==> config.mk <==
export PLATFORM = sky130hd
export DESIGN_NAME = lru_repl_ctrl
export DESIGN_NICKNAME = d
export VERILOG_FILES = /design/src/rtl/cache_repl_pkg.sv /design/src/rtl/way_select.sv /design/src/rtl/lru_repl_ctrl.sv
export SDC_FILE = /design/constraint.sdc
export NUM_CORES = 1
export LEC_CHECK = 0
export BUFFER_PORTS_ARGS = -buffer_cell sky130_fd_sc_hd__buf_2
export CELL_PAD_IN_SITES_DETAIL_PLACEMENT = 1
export CELL_PAD_IN_SITES_GLOBAL_PLACEMENT = 2
export CORE_ASPECT_RATIO = 0.75
export CORE_MARGIN = 2
export CORE_UTILIZATION = 25
export CTS_CLUSTER_DIAMETER = 150
export DETAILED_ROUTE_END_ITERATION = 16
export PLACE_DENSITY = 0.95
export SLEW_MARGIN = 20
export SYNTH_ARGS = -nofsm -noshare
export SYNTH_HDL_FRONTEND = slang
export SYNTH_SLANG_ARGS = --single-unit
export TNS_END_PERCENT = 5
==> constraint.sdc <==
create_clock -name clk -period 5.4 [get_ports clk]
set_input_delay 0.27 -clock clk [delete_from_list [all_inputs] [get_ports clk]]
set_output_delay 0.27 -clock clk [all_outputs]
set_load 0.05 [all_outputs]
==> src/rtl/cache_repl_pkg.sv <==
// Shared definitions for the 8-way / 128-set replacement controller:
// geometry, sequencer state encoding and one-hot helpers.
package cache_repl_pkg;

  localparam int WAYS  = 8;
  localparam int IDX_W = 7;

  typedef enum logic [2:0] {
    ST_IDLE   = 3'd0,
    ST_TAG    = 3'd1,
    ST_CMP    = 3'd2,
    ST_REFILL = 3'd3,
    ST_UPD    = 3'd4,
    ST_RESP   = 3'd5
  } state_t;

  // Isolate the lowest set bit; returns zero when no bit is set.
  function automatic logic [WAYS-1:0] lowest_set(input logic [WAYS-1:0] v);
    return v & (~v + 1'b1);
  endfunction

  // True when exactly one bit is set.
  function automatic logic is_onehot(input logic [WAYS-1:0] v);
    return (v != '0) && ((v & (v - 1'b1)) == '0);
  endfunction

endpackage

==> src/rtl/way_select.sv <==
// Combinational way selection: tag compare across all ways, lowest-index
// priority on hits, and victim choice on a miss.
module way_select
  import cache_repl_pkg::*;
#(
  parameter int TAG_W = 19
) (
  input  logic [TAG_W-1:0]      tag,
  input  logic [WAYS*TAG_W-1:0] tag_data,
  input  logic [WAYS-1:0]       tag_valid,
  input  logic [WAYS-1:0]       lru_flag,
  output logic                  hit,
  output logic [WAYS-1:0]       hit_way,
  output logic [WAYS-1:0]       victim_way,
  output logic                  victim_is_lru
);

  logic [WAYS-1:0] hit_vec;

  // Per-way match, only counted when the way holds a valid line.
  always_comb begin
    hit_vec = '0;
    for (int w = 0; w < WAYS; w++) begin
      hit_vec[w] = tag_valid[w] && (tag_data[w*TAG_W +: TAG_W] == tag);
    end
  end

  // Duplicate matches resolve to the lowest way; empty ways are filled before
  // evicting, and a corrupt LRU flag falls back to way0.
  always_comb begin
    hit     = |hit_vec;
    hit_way = lowest_set(hit_vec);
    if (tag_valid != '1) begin
      victim_way = lowest_set(~tag_valid);
    end else if (is_onehot(lru_flag)) begin
      victim_way = lru_flag;
    end else begin
      victim_way = {{(WAYS-1){1'b0}}, 1'b1};
    end
    victim_is_lru = (victim_way == lru_flag);
  end

endmodule

==> src/rtl/lru_repl_ctrl.sv <==
// Per-request sequencer for the cache replacement path: tag lookup, hit/miss
// decision, refill handshake, a single LRU update strobe and the response.
module lru_repl_ctrl
  import cache_repl_pkg::*;
#(
  parameter int ADDR_W = 26
) (
  input  logic                      clk,
  input  logic                      rst,
  input  logic                      i_req_valid,
  output logic                      o_req_ready,
  input  logic [ADDR_W-1:0]         i_req_addr,
  output logic [IDX_W-1:0]          o_tag_rd_index,
  input  logic [WAYS*(ADDR_W-IDX_W)-1:0] i_tag_rd_data,
  input  logic [WAYS-1:0]           i_tag_valid,
  output logic [IDX_W-1:0]          o_lru_addr_7,
  input  logic [WAYS-1:0]           i_lru_flag_8,
  output logic                      o_lru_we,
  output logic                      o_lru_hit_sig,
  output logic [WAYS-1:0]           o_lru_hit_way_8,
  output logic                      o_refill_req,
  output logic [ADDR_W-1:0]         o_refill_addr,
  input  logic                      i_refill_ack,
  output logic                      o_tag_wr_en,
  output logic [WAYS-1:0]           o_tag_wr_way_8,
  output logic [ADDR_W-IDX_W-1:0]   o_tag_wr_data,
  output logic                      o_resp_valid,
  input  logic                      i_resp_ready,
  output logic                      o_resp_hit,
  output logic [WAYS-1:0]           o_resp_way_8
);

  localparam int TAG_W = ADDR_W - IDX_W;

  state_t            state, state_nxt;
  logic [ADDR_W-1:0] addr_q;
  logic [WAYS-1:0]   way_q;
  logic              hit_q;
  logic              lru_sig_q;
  logic [TAG_W-1:0]  tag_q;
  logic [IDX_W-1:0]  idx_q;

  logic              cmp_hit;
  logic [WAYS-1:0]   cmp_hit_way;
  logic [WAYS-1:0]   cmp_victim;
  logic              cmp_victim_lru;

  assign tag_q = addr_q[ADDR_W-1:IDX_W];
  assign idx_q = addr_q[IDX_W-1:0];

  way_select #(.TAG_W(TAG_W)) u_way_select (
    .tag           (tag_q),
    .tag_data      (i_tag_rd_data),
    .tag_valid     (i_tag_valid),
    .lru_flag      (i_lru_flag_8),
    .hit           (cmp_hit),
    .hit_way       (cmp_hit_way),
    .victim_way    (cmp_victim),
    .victim_is_lru (cmp_victim_lru)
  );

  // State register; async reset also kills an in-flight refill request.
  always_ff @(posedge clk or negedge rst) begin
    if (!rst) state <= ST_IDLE;
    else      state <= state_nxt;
  end

  // Sequencing: one request in flight, new requests only taken in IDLE.
  always_comb begin
    state_nxt = state;
    case (state)
      ST_IDLE:   if (i_req_valid) state_nxt = ST_TAG;
      ST_TAG:    state_nxt = ST_CMP;
      ST_CMP:    state_nxt = cmp_hit ? ST_UPD : ST_REFILL;
      ST_REFILL: if (i_refill_ack) state_nxt = ST_UPD;
      ST_UPD:    state_nxt = ST_RESP;
      ST_RESP:   if (i_resp_ready) state_nxt = ST_IDLE;
      default:   state_nxt = ST_IDLE;
    endcase
  end

  // Request address captured on accept; way and update style decided in CMP,
  // where the synchronous tag read data has arrived.
  always_ff @(posedge clk or negedge rst) begin
    if (!rst) begin
      addr_q    <= '0;
      way_q     <= '0;
      hit_q     <= 1'b0;
      lru_sig_q <= 1'b0;
    end else begin
      if (state == ST_IDLE && i_req_valid) addr_q <= i_req_addr;
      if (state == ST_CMP) begin
        hit_q     <= cmp_hit;
        way_q     <= cmp_hit ? cmp_hit_way : cmp_victim;
        lru_sig_q <= cmp_hit | ~cmp_victim_lru;
      end
    end
  end

  // Outputs decoded from state and the captured request.
  always_comb begin
    o_req_ready     = 1'b0;
    o_tag_rd_index  = '0;
    o_lru_addr_7    = idx_q;
    o_lru_we        = 1'b0;
    o_lru_hit_sig   = 1'b0;
    o_lru_hit_way_8 = '0;
    o_refill_req    = 1'b0;
    o_refill_addr   = '0;
    o_tag_wr_en     = 1'b0;
    o_tag_wr_way_8  = '0;
    o_tag_wr_data   = '0;
    o_resp_valid    = 1'b0;
    o_resp_hit      = 1'b0;
    o_resp_way_8    = '0;
    case (state)
      ST_IDLE: o_req_ready = 1'b1;
      ST_TAG, ST_CMP: o_tag_rd_index = idx_q;
      ST_REFILL: begin
        o_tag_rd_index = idx_q;
        o_refill_req   = 1'b1;
        o_refill_addr  = addr_q;
      end
      ST_UPD: begin
        o_tag_rd_index  = idx_q;
        o_lru_we        = 1'b1;
        o_lru_hit_sig   = lru_sig_q;
        o_lru_hit_way_8 = lru_sig_q ? way_q : '0;
        o_tag_wr_en     = ~hit_q;
        o_tag_wr_way_8  = hit_q ? '0 : way_q;
        o_tag_wr_data   = hit_q ? '0 : tag_q;
      end
      ST_RESP: begin
        o_tag_rd_index = idx_q;
        o_resp_valid   = 1'b1;
        o_resp_hit     = hit_q;
        o_resp_way_8   = way_q;
      end
      default: ;
    endcase
  end

endmodule
# ---- After elaboration in Yosys (flattened, before gate mapping)
# Cells that the tools add are included.
dict set report word_totals {
  wordCells 75
  out_inout_bits 90
  input_bits 199
  regBits 39
}
dict set report op_classes {
  n_reduce_logical 16
  add_sub_neg 3
  muxes 24
  eq_ne 18
  bitwise 9
}
# operator n
set op_table {}
lappend op_table {{19-bit == test} 8}
lappend op_table {{8-bit two-way mux} 8}
lappend op_table {{19-bit two-way mux} 2}
lappend op_table {{26-bit two-way mux} 1}
lappend op_table {{8-bit bitwise AND} 3}
lappend op_table {{8-bit NOT} 3}
lappend op_table {{3-bit one-hot mux with 6 select lines} 1}
lappend op_table {{8-bit by 1-bit adder with 8-bit output (second input constant)} 2}
lappend op_table {{3-bit two-way mux} 4}
lappend op_table {{1-bit logical AND} 10}
lappend op_table {{8-bit == test} 1}
lappend op_table {{8-bit logical NOT} 1}
lappend op_table {{8-bit inequality test (second input constant)} 1}
lappend op_table {{8-bit nonzero test} 1}
lappend op_table {{8-bit OR reduction} 1}
lappend op_table {{8-bit by 1-bit subtractor with 8-bit output (second input constant)} 1}
lappend op_table {{1-bit two-way mux} 7}
lappend op_table {{7-bit two-way mux} 1}
lappend op_table {{3-bit by 2-bit == test with 1-bit output (second input constant)} 2}
lappend op_table {{3-bit == test (second input constant)} 2}
lappend op_table {{2-bit inequality test (second input constant)} 3}
lappend op_table {{5-bit OR reduction} 1}
lappend op_table {{3-bit by 1-bit == test with 1-bit output (second input constant)} 1}
lappend op_table {{3-bit logical NOT} 1}
lappend op_table {{other kinds (3)} 4}

# ---- Depth between registers and ports, before layout
dict set report logic_depth {
  word_depth 9
  ltp_mapped 9
  depth_no_buf 8
}

# ---- Modules after synthesis
# Synthesis repeated with hierarchy kept, for this count alone.
dict set report unflattened {
  hier_cells 517
  area_unflattened_um2 4775.8
}
# module seq_area_each_um2 area_per_inst_um2 instances cells_each
set modules_own_cells {}
lappend modules_own_cells {way_select 0.0 2416.1 1 304}
lappend modules_own_cells {lru_repl_ctrl 975.9 2359.8 1 213}

# ---- Worst setup path after synthesis
# OpenSTA, ideal clock, no wires.
dict set report synth_path {
  path_type {flip-flop to flip-flop}
  from {reg state[1]}
  to {reg addr_q[0]}
  setup_slack_ns 2.637
  arrival_ns 2.638
  setup_ns 0.125
  synth_period_minus_slack_ns 2.763
  required_ns 5.275
  path_stages_with_launch 7
  path_buffers 3
  path_cell_list {dfrtp_1 > buf_2 > nor3_1 > and2_1 > buf_2 > buf_2 > mux2_2}
}
dict set report synth_via {
  elab_chain_len 2
}
# element line_no
set synth_lines {}
lappend synth_lines {{start: declaration} lru_repl_ctrl.sv:35} ;# state_t state, state_nxt;
lappend synth_lines {{start signal: assignment} lru_repl_ctrl.sv:65} ;# else state <= state_nxt;
lappend synth_lines {{3-bit logical NOT} lru_repl_ctrl.sv:91} ;# if (state == ST_IDLE && i_req_valid) addr_q <= i_req_addr;
lappend synth_lines {{1-bit logical AND} lru_repl_ctrl.sv:91}
lappend synth_lines {{end signal: assignment} lru_repl_ctrl.sv:91}
lappend synth_lines {{end: declaration} lru_repl_ctrl.sv:36} ;# logic [ADDR_W-1:0] addr_q;
# No other way between the ends.
# A chain may end at the register's enable or synchronous reset.

# ---- Worst setup path after layout
dict set report layout_path {
  from {reg state[1]}
  to {out o_tag_wr_data[17]}
}
dict set report layout_via {
  elab_chain_len 2
}
# element line_no
set layout_lines {}
lappend layout_lines {{3-bit == test} lru_repl_ctrl.sv:116} ;# case (state)
lappend layout_lines {{19-bit two-way mux} lru_repl_ctrl.sv:116}
lappend layout_lines {{end: declaration} lru_repl_ctrl.sv:26} ;# output logic [ADDR_W-IDX_W-1:0] o_tag_wr_data,
# No other way between the ends.

==> metrics.yaml <==
classification_of_the_worst_slack_hold_path: "input pin to asynchronous set/reset pin"
maxSlewHeadroom: 0.318
endpoints_failing_hold: 0
synthCells: 518
track_usage: 0.215
ctsResizeCount: 0
cp_cell_sequence: "nor3b_1, nor2b_2, and2_1, buf_2"
buffer_ports.inserted: 288
yosys_warnings: 0
remaining_drc_errors: 0
max_clock_freq_ghz: 0.309
initial_utilization: 0.254
dp_hpwl_um: 16700
final_period_minus_worst_setup_slack_ns: 3.24
dieWidth_um: 158
finalSetupViolCount: 0
route.final.wire_length_um: 20900
max-clock-path-buffers: 2
grt_start_max_net_pins: 40
worst-r2r-cell-count: 8
syn_area_per_cell_um2: 8.63
timing.critical_path.depth: 4
i_o_pin_count: 289
rsz0062_at_grt: "false"
power.total_mw: 3.15
ir_worst_vdd_mv: 0.425
ys_async_sr_fraction: 1.00
viasPerCell: 4.73
worst-setup-path-type: "flop to output pin"
yosysUniqueCellTypes: 50
startpoint_type: "flop"
max_slew.worst_pin.slew_ns: 1.02
timing.critical_path.arrival_ns: 2.97
num_vias: 4817
synth_seq_area_share: 0.218
grt_antenna_before_repair: 3
gr-total-overflow: 0
worst_setup_hold_path_clk_slew_ns: 0.06
grt_pass1_vias: 5089
htreeDepth: 2
fin_setup_tns_ns: 0
drt_iter0_markers: 258
cts_root_buf: "sky130_fd_sc_hd__clkbuf_16"
layout-drive-gt1-share: 0.439
cap_viol_max_count: 0
hold_buffers: 0
path_buf_inv: 1
worstPathMaxFanout: 28
num-nets-final: 973
maxSlewViolCount: 0
first_pass_iters: 5
clock_insertion_delay_worst_skew_ns: 0.28
cpLargestDelayFamily: "simple AND/OR/NAND/NOR gates"
postSynthRegisterBits: 39
antenna_left: 0
power-per-cell-area_mw_per_mm2: 514
number_of_buffers_inserted_during_clock_tree_synthesis: 5
endpoint_kind: "output pin"
clkSinkCount: 39
clock_skew_ns: 0.00485
drt-wirelength-per-cell_um: 20.5
fp.dieArea_mm2: 0.0190
gp_routability_congestion: 0.844
area.growth.synth_to_final_pct: 36.8
postSynthNetCount: 717
cts.repair_timing.setup_buffer_count: 0
outcome: "finished, final reports clean"
cts_tree: "yes"
layout_commonest_cell: "sky130_fd_sc_hd__buf_2"
synth_edf_count: 0
area_of_the_mapped_netlist_mm2: 0.00447
power_leakage_nw: 3.01
num_rows: 42
cp_slowest_stage_delay_ns: 0.93
die-height_um: 120
layout.cells.most_common_list: "sky130_fd_sc_hd__buf_2 (288), sky130_fd_sc_hd__xor2_1 (96), sky130_fd_sc_hd__and2_1 (72), sky130_fd_sc_hd__xnor2_1 (56), sky130_fd_sc_hd__dfrtp_1 (39)"
final.period_utilization: 0.599
floorplan.core_area_mm2: 0.0176
synth_flop_cell: "sky130_fd_sc_hd__dfrtp_1"
critPathRequiredTime_ns: 5.13
crit_slowest_cell: "sky130_fd_sc_hd__nor2b_2"
grt_pass1_wl_um: 30300
## Yosys cell counts, drive strengths merged, types with 8 or more instances
library cell / number / area [um2]
nand3: 8 / 45.0
xor2: 96 / 841
buf: 31 / 260
and2: 72 / 450
xnor2: 56 / 490
a21oi: 12 / 63.8
nor2: 27 / 106
dfrtp: 39 / 976
nor4: 25 / 178
o21ai: 19 / 95.1
clkbuf: 10 / 37.5
and3: 8 / 50.1
nand2: 17 / 66.3
nand4: 25 / 156
mux2: 26 / 293
## cell families after synthesis
family,after synthesis,synth area share
multiplexers,26,0.0655
buffers and inverters,47,0.0716
AND/OR/NAND/NOR,206,0.278
flip-flops,39,0.218
XOR/XNOR,152,0.298
AO/OA/AOI/OAI,48,0.0686
## registers in the layout, summed over array words and instances (netlist names)
| signal | flops |
|---|---|
| way_q | 8 |
| hit_q | 1 |
| lru_sig_q | 1 |
| addr_q | 26 |
| state | 3 |
## layer usage
| metal | share of wire | global-route usage | vias up |
|---|---|---|---|
| met5 | 0 | 0 | - |
| met4 | 0.011 | 0.0383 | 0 |
| met3 | 0.071 | 0.0423 | 18 |
| met2 | 0.46 | 0.364 | 206 |
| met1 | 0.46 | 0.287 | 2315 |
| li1 | - | - | 2278 |
## per-stage QoR
stage	utilization	instance area, um2	worst slack, ns	hold WS (ns)	std cells
3_5_place_dp	0.337	5940	2.45	0.478	1009
2_1_floorplan	-	4470	2.64	-0.0256	518
4_1_cts	0.347	6110	2.13	0.162	1017
6_report	0.347	6120	2.16	0.149	1019
5_1_grt	0.347	6110	1.90	0.208	1018
3_3_place_gp	0.337	5940	2.53	0.449	1009
## power breakdown
| group | internal, mW | leakage, nW | switching [mW] |
|---|---|---|---|
| sequential | 0.417 | 0.472 | 0.546 |
| combinational | 0.708 | 2.45 | 1.12 |
| clock | 0.230 | 0.0869 | 0.124 |
| total | 1.35 | 3.01 | 1.79 |
## path summary, 6_finish.rpt
check	from	to	slack, ns
worst min-delay path	rst	addr_q[25]	0.15
worst min register to register	addr_q[1]	addr_q[1]	0.54
max in group asynchronous	rst	way_q[5]	4.64
worst max-delay path	state[1]	o_tag_wr_data[17]	2.16
min in group clk	i_req_addr[13]	addr_q[13]	0.22
worst max register to register	addr_q[20]	way_q[3]	2.73
## cell type report
| class | count | area (um2) |
|---|---|---|
| Timing Repair Buffer | 290 | 1460 |
| Clock inverter | 2 | 35.0 |
| Clock buffer | 6 | 139 |
| Sequential cell | 39 | 976 |
| Inverter | 6 | 22.5 |
| Antenna cell | 2 | 5.00 |
| Multi-Input combinational cell | 432 | 3180 |
| Fill cell | 2207 | 11500 |
| Tap cell | 242 | 303 |
(Power assumes the default switching activity.)
